===== src/rtl/vector_multiply_pkg.sv =====
`default_nettype none
// ============================================================================
// Module      : vector_multiply_pkg
// Description : Shared constants and the unsigned saturate helper for vector_multiply.
// Revision    : 1.0 - initial release
// ============================================================================
package vector_multiply_pkg;

    localparam int IN_W_DEFAULT  = 8;
    localparam int OUT_W_DEFAULT = 9;
    localparam int LANES         = 4;

    // Returns {ovf, value}: value is the product clamped to 2^out_w-1, zero-extended
    // to 32 bits. Products wider than 32 bits are not supported.
    function automatic logic [32:0] sat_u(input logic [31:0] p, input int unsigned out_w);
        logic [32:0] lim;
        logic        ovf;
        lim = (33'd1 << out_w) - 33'd1;
        ovf = ({1'b0, p} > lim);
        return {ovf, (ovf ? lim[31:0] : p)};
    endfunction

endpackage : vector_multiply_pkg
`default_nettype wire


===== src/rtl/vector_multiply_lane.sv =====
`default_nettype none
// ============================================================================
// Module      : vm_lane
// Description : One combinational lane: full unsigned product, overflow flag,
//               saturated or truncated result.
// Revision    : 1.0 - initial release
// ============================================================================
module vm_lane
    import vector_multiply_pkg::*;
#(
    parameter int IN_W     = IN_W_DEFAULT,
    parameter int OUT_W    = OUT_W_DEFAULT,
    parameter bit SATURATE = 1'b1
) (
    input  logic [IN_W-1:0]  i_a,
    input  logic [IN_W-1:0]  i_b,
    output logic [OUT_W-1:0] o_c,
    output logic             o_ovf
);

    logic [2*IN_W-1:0] w_prod;
    logic [32:0]       w_sat;
    logic              w_unused_sat;

    assign w_prod = i_a * i_b;
    assign w_sat  = sat_u(32'(w_prod), OUT_W);

    // Overflow is reported regardless of SATURATE; only the data path differs.
    assign o_ovf = w_sat[32];
    assign o_c   = SATURATE ? w_sat[OUT_W-1:0] : w_prod[OUT_W-1:0];

    assign w_unused_sat = ^w_sat[31:OUT_W];

endmodule : vm_lane
`default_nettype wire


===== src/rtl/vector_multiply.sv =====
`default_nettype none
// ============================================================================
// Module      : vector_multiply
// Description : Four-lane element-wise unsigned multiplier with registered,
//               saturated (or truncated) outputs and 1-cycle latency.
// Revision    : 1.0 - initial release
// ============================================================================
module vector_multiply
    import vector_multiply_pkg::*;
#(
    parameter int IN_W     = IN_W_DEFAULT,
    parameter int OUT_W    = OUT_W_DEFAULT,
    parameter bit SATURATE = 1'b1
) (
    input  logic             clk,
    input  logic             rst,
    input  logic             in_valid,
    input  logic [IN_W-1:0]  a1,
    input  logic [IN_W-1:0]  a2,
    input  logic [IN_W-1:0]  a3,
    input  logic [IN_W-1:0]  a4,
    input  logic [IN_W-1:0]  b1,
    input  logic [IN_W-1:0]  b2,
    input  logic [IN_W-1:0]  b3,
    input  logic [IN_W-1:0]  b4,
    output logic             out_valid,
    output logic [OUT_W-1:0] c1,
    output logic [OUT_W-1:0] c2,
    output logic [OUT_W-1:0] c3,
    output logic [OUT_W-1:0] c4,
    output logic [3:0]       ovf
);

    logic [IN_W-1:0]  w_a [LANES];
    logic [IN_W-1:0]  w_b [LANES];
    logic [OUT_W-1:0] w_c [LANES];
    logic [LANES-1:0] w_ovf;

    logic [OUT_W-1:0] r_c [LANES];
    logic [LANES-1:0] r_ovf;
    logic             r_out_valid;

    assign w_a[0] = a1;
    assign w_a[1] = a2;
    assign w_a[2] = a3;
    assign w_a[3] = a4;
    assign w_b[0] = b1;
    assign w_b[1] = b2;
    assign w_b[2] = b3;
    assign w_b[3] = b4;

    generate
        for (genvar gi = 0; gi < LANES; gi++) begin : g_lane
            vm_lane #(
                .IN_W     (IN_W),
                .OUT_W    (OUT_W),
                .SATURATE (SATURATE)
            ) u_lane (
                .i_a   (w_a[gi]),
                .i_b   (w_b[gi]),
                .o_c   (w_c[gi]),
                .o_ovf (w_ovf[gi])
            );
        end
    endgenerate

    // Results only load on valid beats so they hold through idle cycles.
    always_ff @(posedge clk) begin
        if (rst) begin
            r_out_valid <= 1'b0;
            r_ovf       <= '0;
            for (int i = 0; i < LANES; i++) begin
                r_c[i] <= '0;
            end
        end else begin
            r_out_valid <= in_valid;
            if (in_valid) begin
                r_ovf <= w_ovf;
                for (int i = 0; i < LANES; i++) begin
                    r_c[i] <= w_c[i];
                end
            end
        end
    end

    assign out_valid = r_out_valid;
    assign ovf       = r_ovf;
    assign c1        = r_c[0];
    assign c2        = r_c[1];
    assign c3        = r_c[2];
    assign c4        = r_c[3];

endmodule : vector_multiply
`default_nettype wire


===== config.mk =====
export PLATFORM = sky130hd
export DESIGN_NAME = vector_multiply
export DESIGN_NICKNAME = d
export VERILOG_FILES = /design/src/rtl/vector_multiply_pkg.sv /design/src/rtl/vector_multiply_lane.sv /design/src/rtl/vector_multiply.sv
export SDC_FILE = /design/constraint.sdc
export NUM_CORES = 1
export LEC_CHECK = 0
export CAP_MARGIN = 10
export CORE_ASPECT_RATIO = 0.5
export CORE_MARGIN = 4
export CORE_UTILIZATION = 45
export CTS_BUF_LIST = sky130_fd_sc_hd__clkbuf_16
export CTS_CLUSTER_DIAMETER = 200
export DETAILED_ROUTE_END_ITERATION = 6
export PLACE_DENSITY = 0.79
export SYNTH_ARGS = -nofsm -noshare
export SYNTH_HDL_FRONTEND = slang
export SYNTH_SLANG_ARGS = --single-unit

===== constraint.sdc =====
create_clock -name clk -period 4.7 [get_ports clk]
set_input_delay 0.47 -clock clk [delete_from_list [all_inputs] [get_ports clk]]
set_output_delay 0.47 -clock clk [all_outputs]
set_load 0.01 [all_outputs]

## After elaboration in Yosys (flattened, before gate mapping)

Memory sizes are Yosys's and may differ from the RTL's.
Index checks and enable logic that the tools add are counted.

- Word-level logic and storage cells: 28
- Input port bits: 67
- Memory bits (writable): 36
- Output and inout bits: 41
- Memories: 1
- Flip-flop bits (word level): 5

- Bitwise gates (word level): 4
- $mul: 4
- Mux-type cells: 13
- Magnitude comparators: 4

Memories:

| memory | words | bits a word | read ports | clocked after Yosys merged registers in | wr ports | RTL line | source |
|---|---|---|---|---|---|---|---|
| r_c | 4 | 9 | 4 | 0 | 4 | vector_multiply.sv:39 | `logic [OUT_W-1:0] r_c [LANES];` |

Operators with widths:

| cell | number |
|---|---|
| 9-bit two-way mux | 8 |
| 16-bit by 9-bit > comparator with 1-bit output, second input constant | 4 |
| 8-bit by 8-bit multiplier with 16-bit output | 4 |
| 1-bit two-way mux | 5 |
| 1-bit bitwise OR | 4 |

## Logic depth before layout (Yosys ltp)

Gate-level depths: netlist (run 1).

- Depth in word-level cells: 4
- Depth in mapped cells: 17
- Mapped depth without buffers: 16

## Hierarchy

From an unflattened synthesis (run 1), not the netlist that was laid out.

- Cell total of the unflattened synthesis: 1,122
- Area total of the unflattened synthesis: 10,587.7 um^2

Modules (own cells, without submodules):

| module | area each (um^2) | cells an instance | times used | sequential area each (um^2) |
|---|---|---|---|---|
| vm_lane (g_lane[0].u_lane) | 2,328.5 | 272 | 1 | 0.0 |
| vm_lane (g_lane[3].u_lane) | 2,262.2 | 261 | 1 | 0.0 |
| vm_lane (g_lane[2].u_lane) | 2,205.9 | 246 | 1 | 0.0 |
| vm_lane (g_lane[1].u_lane) | 2,185.8 | 251 | 1 | 0.0 |
| vector_multiply | 1,605.3 | 92 | 1 | 1,181.1 |

## Worst setup path before layout (run 1)

OpenSTA, ideal clock, no wires.

- Kind: input to register
- From: input port b2[7]
- To: memory r_c[1][3] (netlist name) (data pin)
- Path slack: -461 ps
- Buffers on the path: 0
- Setup time: 270 ps
- Data required time: 4,430 ps
- Arrival: 4,891 ps
- Stages: 16
- Path through: nand2_1 fa_1 inv_1 fa_1 inv_1 fa_1 inv_1 fa_1 ha_1 and2_2 a2111oi_4 o221ai_2 xor2_1 or4_4 nor3_4 a21oi_1

RTL lines:

| item | RTL line | source |
|---|---|---|
| from (decl) | vector_multiply.sv:23 | `input logic [IN_W-1:0] b2,` |
| to (decl) | vector_multiply.sv:39 |  |

==> metrics.md, run 1 <==
| Metric | Value |
|---|---|
| Height of the die | approximately 110 um |
| Fin nets | approximately 1800 |
| Final wirelength | ~25 mm |
| Status | finished, violations left |
| M2 GR Usage | approximately two fifths |
| Hold Vio Cnt, Final | 0 |
| Worst Hold Launch | ovf[2]$_SDFFE_PP0P_ |
| Global route hottest layer | met2 |
| Chip width | about 220 um |
| Finished Cell Area | between 0.01 and 0.015 mm2 |
| Worst VDD drop | ~210 uV |
| Critical Path End Type | register |
| Sequential element share of the synthesized area | 11.7% |
| Largest net degree at the start of global routing | 38 |
| CTS sink count | a little over 40 |
| Clk_lat worst skew | about 0.28 ns |
| Worst Skew | 0 ns |
| Number of synthesized register bits | between 40 and 50 |
| Max Clk Rate | around 0.21 GHz |
| Grt total ovfl | 0 |
| Final period util | 103% |
| Leakage | roughly 7 nW |
| Num ports | 108 |
| Warnings from Yosys | 0 |
| Vias per cell | roughly 5 |
| Post-DP Area | ~0.013 mm2 |
| Critical R2R Launch | ovf[0]$_SDFFE_PP0P_ |
| Clk Tree Root Cell | clkbuf_16 |
| Synth-to-Final Area Change | 36.2% |
| Ys flop type | edfxtp_1 |
| Worst flop-to-flop path endpoint | ovf[0]$_SDFFE_PP0P_ |
| CTS tree | built |
| Final setup margin | -0.141 ns |
| Post-placement worst setup slack | -1.07 ns |
| Met1 usage | between 20% and 30% |
| RSZ-0062 raised after global routing | yes |
| Slew of the pin with the lowest slew margin | approximately 0.91 ns |
| Initial antenna violation count | 0 |
| Worst Setup Start Kind | primary input |
| TritonRoute pass-1 iters | 5 |
| CTS buffer count | 5 |
| Initial Util | between 40% and 50% |
| Crit path kind | primary input to register |
| R2R depth | 2 |
| Vias | approximately 8600 |
| GR Layer Usage met3 | ~2.1% |
| Crit path DAT | 4.86 ns |
| # port buffers | approximately 110 |
| Slew Viols, Final | 0 |
| Synthesized area | slightly above 0.01 mm2 |
| Worst-path fanout max | 5 |
| Post-Syn Instances | 1095 |
| Relative slew slack | a little under 40% |
| # Max-Cap Violations | 0 |
| First-pass GRT wire length | 43.2 mm |
| DRC viols | 0 |
| DRT antenna net count | 0 |
| CTS max path bufs | 2 |
| Required @ worst endpoint | ~4.7 ns |
| Avg Inst Size Synth | between 9 and 10 um2 |
| Clk slew on worst S/H paths | 0.06 ns |
| WL/cell | between 10 and 15 um |
| Total core area | between 0.02 and 0.025 mm2 |
| Final setup vio count | 20 |
| Yosys cell types | 65 |
| Hold Path Class | register to register |
| Share of post-route cells with drive strength above 1 | between 20% and 30% |
| Post-synth EDFFs | 36 |
| Hold EP | ovf[2]$_SDFFE_PP0P_ |
| Gpl congestion | between 0.9 and 1 |
| FP Rows | 38 |
| WHS Path Cells | 2 |
| Async SR Flop Fraction | 0% |
| Final Critical Period | ~4.8 ns |
| Reg2Reg Setup Slack | slightly below 4 ns |
| Clock H-tree levels | 2 |
| Tot GR Track Use | roughly a fifth |
| # diodes | 0 |
| Syn nets | between 1000 and 1500 |
| Die Area | between 0.02 and 0.03 mm2 |
| # fillers | ~1700 |
| Violated checks | negative setup slack |
| HPWL after DPL | 20.8 mm |
| Drt initial violations | around 370 |
| Number of global-route vias before repair | between 9000 and 10000 |
| Pwr Density | 402 mW/mm2 |
==> critical path, stage by stage <==
cell           delay [ns]
dlygate4sd2_1        0.24
and2_4               0.16
fa_1                 0.54
fa_1                 0.44
fa_1                 0.49
inv_1                0.05
fa_1                 0.55
inv_2                0.05
ha_4                 0.24
buf_4                0.15
a21oi_1              0.17
o21a_1               0.19
mux2i_1              0.10
or4_4                0.49
nor3_4               0.21
buf_12               0.14
buf_16               0.11
a21oi_1              0.06
==> per-stage QoR <==
step                util (%)  TNS [ns]  total power [W]  hold WS (ns)  cells
floorplan                  -     -2.53          0.00305         0.499   1095
global placement        59.2    -30.55          0.00433         0.479   1672
detailed placement      59.2    -32.98          0.00447         0.481   1672
CTS                     62.3     -4.96          0.00532         0.494   1702
global route            63.0     -6.21          0.00606         0.513   1704
finish                  63.0     -2.47          0.00552         0.491   1704
==> power breakdown <==
group / leakage (nW) / switching, W / internal, W
registers: 0.423 / 0.0000167 / 0.000445
logic: 6.44 / 0.00230 / 0.00236
clock network: 0.0852 / 0.000148 / 0.000250
total: 6.94 / 0.00246 / 0.00306
==> sequential cells by signal, summed over array words and instances, names as in the netlist <==
| signal | count |
|---|---|
| out_valid | 1 |
| ovf | 4 |
| r_c | 36 |
==> cell families after synthesis <==
family	after synthesis	synth area share (%)
adders and majority gates	288	46.4
and+or+nand+nor	354	19.8
xor gates and xnor gates	29	2.52
buffers and inverters	211	8.22
muxes	3	0.298
AOI/OAI and AO/OA	169	11.0
DFF	41	11.7
==> cells in the mapped netlist (10+ instances only) <==
| cell | instances | area share, % |
|---|---|---|
| nand2_1 | 84 | 3.1 |
| o21ai_0 | 18 | 0.89 |
| a21o_1 | 16 | 1.2 |
| xor2_1 | 22 | 1.9 |
| nor3_1 | 10 | 0.50 |
| nor2_1 | 21 | 0.78 |
| inv_1 | 201 | 7.5 |
| a211oi_1 | 13 | 0.97 |
| and2_1 | 197 | 12 |
| edfxtp_1 | 36 | 11 |
| ha_1 | 144 | 18 |
| a21oi_1 | 69 | 3.4 |
| fa_1 | 144 | 29 |
==> layer usage <==
layer / part of all wire (%) / wire length (um) / vias to the layer above
li1: - / - / 4194
met1: 44 / 11000 / 4246
met2: 52 / 13200 / 154
met3: 3.1 / 791 / 31
met4: 1.4 / 346 / 0
met5: 0 / 0 / -
==> what timing repair did <==
item | in CTS | in global routing
buffers inserted | 19 | 4
hold buffers | 0 | 0
resized for setup | 311 | 91
hold endpoints to repair | 0 | 0
pin swaps | 77 | 47
setup endpoints to repair | 40 | 40
cloned | 3 | 0
==> final cells by class <==
class / instances / area [um2] / area share (%)
Clock buffer: 5 / 125 / 0.911
Clock inverter: 3 / 42.5 / 0.310
Inverter: 201 / 754 / 5.49
Multi-Input combinational cell: 843 / 8640 / 62.9
Sequential cell: 41 / 1180 / 8.60
Tap cell: 300 / 375 / 2.73
Timing Repair Buffer: 311 / 2620 / 19.1
==> worst max path at each step <==
stage	start	to	depth (start not counted)
2_1_floorplan	b2[5]	r_c[1][0]$_SDFFCE_PN0P_	16
3_3_place_gp	a2[2]	r_c[1][0]$_SDFFCE_PN0P_	18
3_5_place_dp	a2[2]	r_c[1][8]$_SDFFCE_PN0P_	18
4_1_cts	b4[5]	r_c[3][7]$_SDFFCE_PN0P_	17
5_1_grt	a2[5]	r_c[1][8]$_SDFFCE_PN0P_	19
6_report	a2[7]	r_c[1][4]$_SDFFCE_PN0P_	18
==> cell usage in the layout (no fill, tap or decap), drive strengths merged, types with 3 or more instances in the layout <==
cell type / netlist / routed
dlymetal6s2s: 0 / 3
clkdlybuf4s50: 0 / 49
dfxtp: 5 / 5
ha: 144 / 144
a22oi: 4 / 4
a21o: 18 / 18
dlygate4sd2: 0 / 3
nor2: 21 / 21
and3: 7 / 7
a2111oi: 4 / 4
mux2i: 3 / 3
o211ai: 6 / 6
o2111ai: 5 / 5
buf: 2 / 241
inv: 201 / 202
nand3: 6 / 6
nor2b: 4 / 4
clkbuf: 7 / 20
nand2: 84 / 84
nand2b: 3 / 3
xnor2: 7 / 7
o21ai: 18 / 18
or2: 4 / 4
xor2: 22 / 22
a31oi: 3 / 3
o21bai: 3 / 3
a211oi: 13 / 13
edfxtp: 36 / 36
o22ai: 3 / 3
a21oi: 69 / 69
nand4: 4 / 4
nor3: 12 / 12
fa: 144 / 144
and2: 198 / 198
o21a: 4 / 4
Note: power is estimated with default switching activity, not from simulation.
==> run 2, diff against run 1 <==
--- a/config.mk
+++ b/config.mk
@@ -5,6 +5,7 @@
 export SDC_FILE = /design/constraint.sdc
 export NUM_CORES = 1
 export LEC_CHECK = 0
+export ABC_CLOCK_PERIOD_IN_PS = 4700
 export CAP_MARGIN = 10
 export CORE_ASPECT_RATIO = 0.5
 export CORE_MARGIN = 4
==> results of run 2 <==
Final layout, timing and power as in run 1 (identical DEF).
==> run 3, diff against run 2 <==
--- a/config.mk
+++ b/config.mk
@@ -14,6 +14,7 @@
 export CTS_CLUSTER_DIAMETER = 200
 export DETAILED_ROUTE_END_ITERATION = 6
 export PLACE_DENSITY = 0.79
+export SKIP_CTS_REPAIR_TIMING = 1
 export SYNTH_ARGS = -nofsm -noshare
 export SYNTH_HDL_FRONTEND = slang
 export SYNTH_SLANG_ARGS = --single-unit
==> run 3 against run 2 <==
  * The run still ends with negative setup slack left
  * Register-to-register slack worse by 0.02 ns
  * Die area unchanged
  * Power down 2.9%
  * Non-clock buffer count down 12
  * Hold slack about the same
  * Cell area down 1.4%
  * Via count down 1.0%
  * Sequential power about the same
  * Routed wire length down 2.2%
  * Critical path type unchanged
==> metrics.md, run 3 (synthesized netlist as in run 1, its figures left out) <==
| Metric | Value |
|---|---|
| Pwr Density | 396 mW/mm2 |
| Post-route insts no fill | between 1500 and 2000 |
| Fin nets | approximately 1700 |
| Comb pwr share | between 80% and 90% |
| CTS tree | built |
| Internal power | 0.00295 W |
| CP dominant cell by count | fa_2 |
| Max FFs per register | 36 |
| Max Clk Rate | roughly 0.20 GHz |
| Clk_lat worst skew | 0.28 ns |
| Worst VDD drop | 214 uV |
| Slew Viols, Final | 0 |
| Status | finished, violations left |
| Violated checks | negative setup slack |
| Synth-to-Final Area Change | 34.2% |
| Final period util | 106% |
| Crit path kind | primary input to register |
| Drt initial violations | between 300 and 400 |
| Total core area | between 0.02 and 0.025 mm2 |
| Clk Tree Root Cell | clkbuf_16 |
| DRC viols | 0 |
| # Max-Cap Violations | 0 |
| Crit path DAT | between 5 and 6 ns |
| CP top delay family | adder cells |
| CP max stage cell | fa_2 |
| Height of the die | 114 um |
| Initial Util | approximately 46% |
| CTS sink count | 41 |
| Worst-path fanout max | 5 |
| Clock power share | roughly 7.4% |
| Final wirelength | between 20 and 25 mm |
| Hold Path Class | register to register |
| Gpl congestion | ~0.91 |
| Switching share of total power | around 45% |
| # diodes | 0 |
| Num ports | between 100 and 150 |
| Die Area | 0.0250 mm2 |
| Leakage | approximately 6.9 nW |
| HPWL after DPL | between 20 and 25 mm |
| Initial antenna violation count | 0 |
| Clock H-tree levels | 2 |
| Hold Vio Cnt, Final | 0 |
| RSZ-0062 raised after global routing | yes |
| TritonRoute pass-1 iters | 5 |
| WL/cell | roughly 15 um |
| Relative slew slack | 38.8% |
| Total power | around 0.0054 W |
| Slowest stage delay, CP | between 0.5 and 0.6 ns |
| Final setup vio count | 30 |
| Tot GR Track Use | between 15 and 20% |
| Grt total ovfl | 0 |
| Chip width | between 200 and 250 um |
| NetSw | 0.00241 W |
| Worst Skew | 0 ns |
| Worst Setup Start Kind | primary input |
| Post-Place Cells | 1672 |
| Required @ worst endpoint | between 4 and 5 ns |
| Reg with most FFs | r_c |
| Number of global-route vias before repair | between 9000 and 10000 |
| # port buffers | 107 |
| FP Rows | 38 |
| Final Critical Period | 5.00 ns |
| CTS max path bufs | 2 |
| Final setup margin | -0.302 ns |
| DRT antenna net count | 0 |
| Seq pwr share | 8.6% |
| Critical Path End Type | register |
| Clk slew on worst S/H paths | 0.06 ns |
| Most common cell after layout, fill and taps aside | inv_1 |
| Vias | around 8500 |
| Share of post-route cells with drive strength above 1 | 25.9% |
| Most frequent cells in the layout | inv_1 (192), buf_4 (179), and2_1 (171) |
| Vias per cell | 5.05 |
| Slew of the pin with the lowest slew margin | approximately 0.92 ns |
| CTS buffer count | 5 |
| Largest net degree at the start of global routing | 38 |
| First-pass GRT wire length | between 40 and 50 mm |
| Crit-path cells | clkdlybuf4s50_1, nand2_1, fa_1, inv_1, fa_2, inv_1, fa_2, fa_2, inv_2, ha_4, and3_4, a221o_1, a221oi_2, xor2_1, o2111ai_2, nor4_4, buf_4, a21oi_2 |
| Buf+Inv Stages, Crit Path | 5 |
==> run 3: changes by cell type in the layout (fill, tap and decap cells not counted), moves of 7 or more <==
cell            change
and2_1              +8
clkbuf_2           +12
dlymetal6s2s_1     +11
buf_6              -16
buf_2               -7
and2_4              -8
buf_4              -10
==> run 3: through the flow <==
step | TNS [ns] | cell area, um2 | hold WS [ns] | setup WS [ns] | util (%)
floorplan | -2.53 | 10200 | 0.499 | -0.271 | -
global placement | -30.55 | 12900 | 0.479 | -1.00 | 59.2
detailed placement | -32.98 | 12900 | 0.481 | -1.07 | 59.2
CTS | -22.04 | 13100 | 0.494 | -0.786 | 60.0
global route | -10.91 | 13500 | 0.513 | -0.426 | 62.1
finish | -6.92 | 13500 | 0.492 | -0.302 | 62.1
==> run 3: final cells by class <==
type                            instances  area (um2)
Clock buffer                            5         125
Clock inverter                          3        42.5
Fill cell                            1735        8280
Inverter                              201         754
Multi-Input combinational cell        843        8550
Sequential cell                        41        1180
Tap cell                              300         375
Timing Repair Buffer                  299        2510
==> run 3: per-layer routing <==
metal	GRT usage, %	share of wire (%)	vias up
li1	-	-	4167
met1	25.9	44	4202
met2	37.0	52	149
met3	1.76	2.9	21
met4	2.84	0.91	0
met5	0	0	-
==> run 3: path summary, 6_finish.rpt <==
kind | from | endpoint | slack [ns] | cells past startpoint
max | a4[0] | r_c[3][7]$_SDFFCE_PN0P_ | -0.30 | 18
min | ovf[2]$_SDFFE_PP0P_ | ovf[2]$_SDFFE_PP0P_ | 0.49 | 2
max reg2reg | ovf[0]$_SDFFE_PP0P_ | ovf[0]$_SDFFE_PP0P_ | 3.95 | 2
min reg2reg | ovf[2]$_SDFFE_PP0P_ | ovf[2]$_SDFFE_PP0P_ | 0.49 | 2
==> run 3: power groups by stage <==
stage                     clock network (W)  registers [W]  logic [W]
after floorplan                           0       0.000487    0.00256
after global placement                    0       0.000470    0.00386
after detailed placement                  0       0.000470    0.00400
after CTS                          0.000404       0.000464    0.00405
after global routing               0.000427       0.000466    0.00501
final                              0.000396       0.000462    0.00450
==> run 3: worst register-to-register path, cell delays in order, from the launching register on <==
cell and delay [ns]:
dfxtp_1 0.36, nor2_1 0.05, a211oi_1 0.25
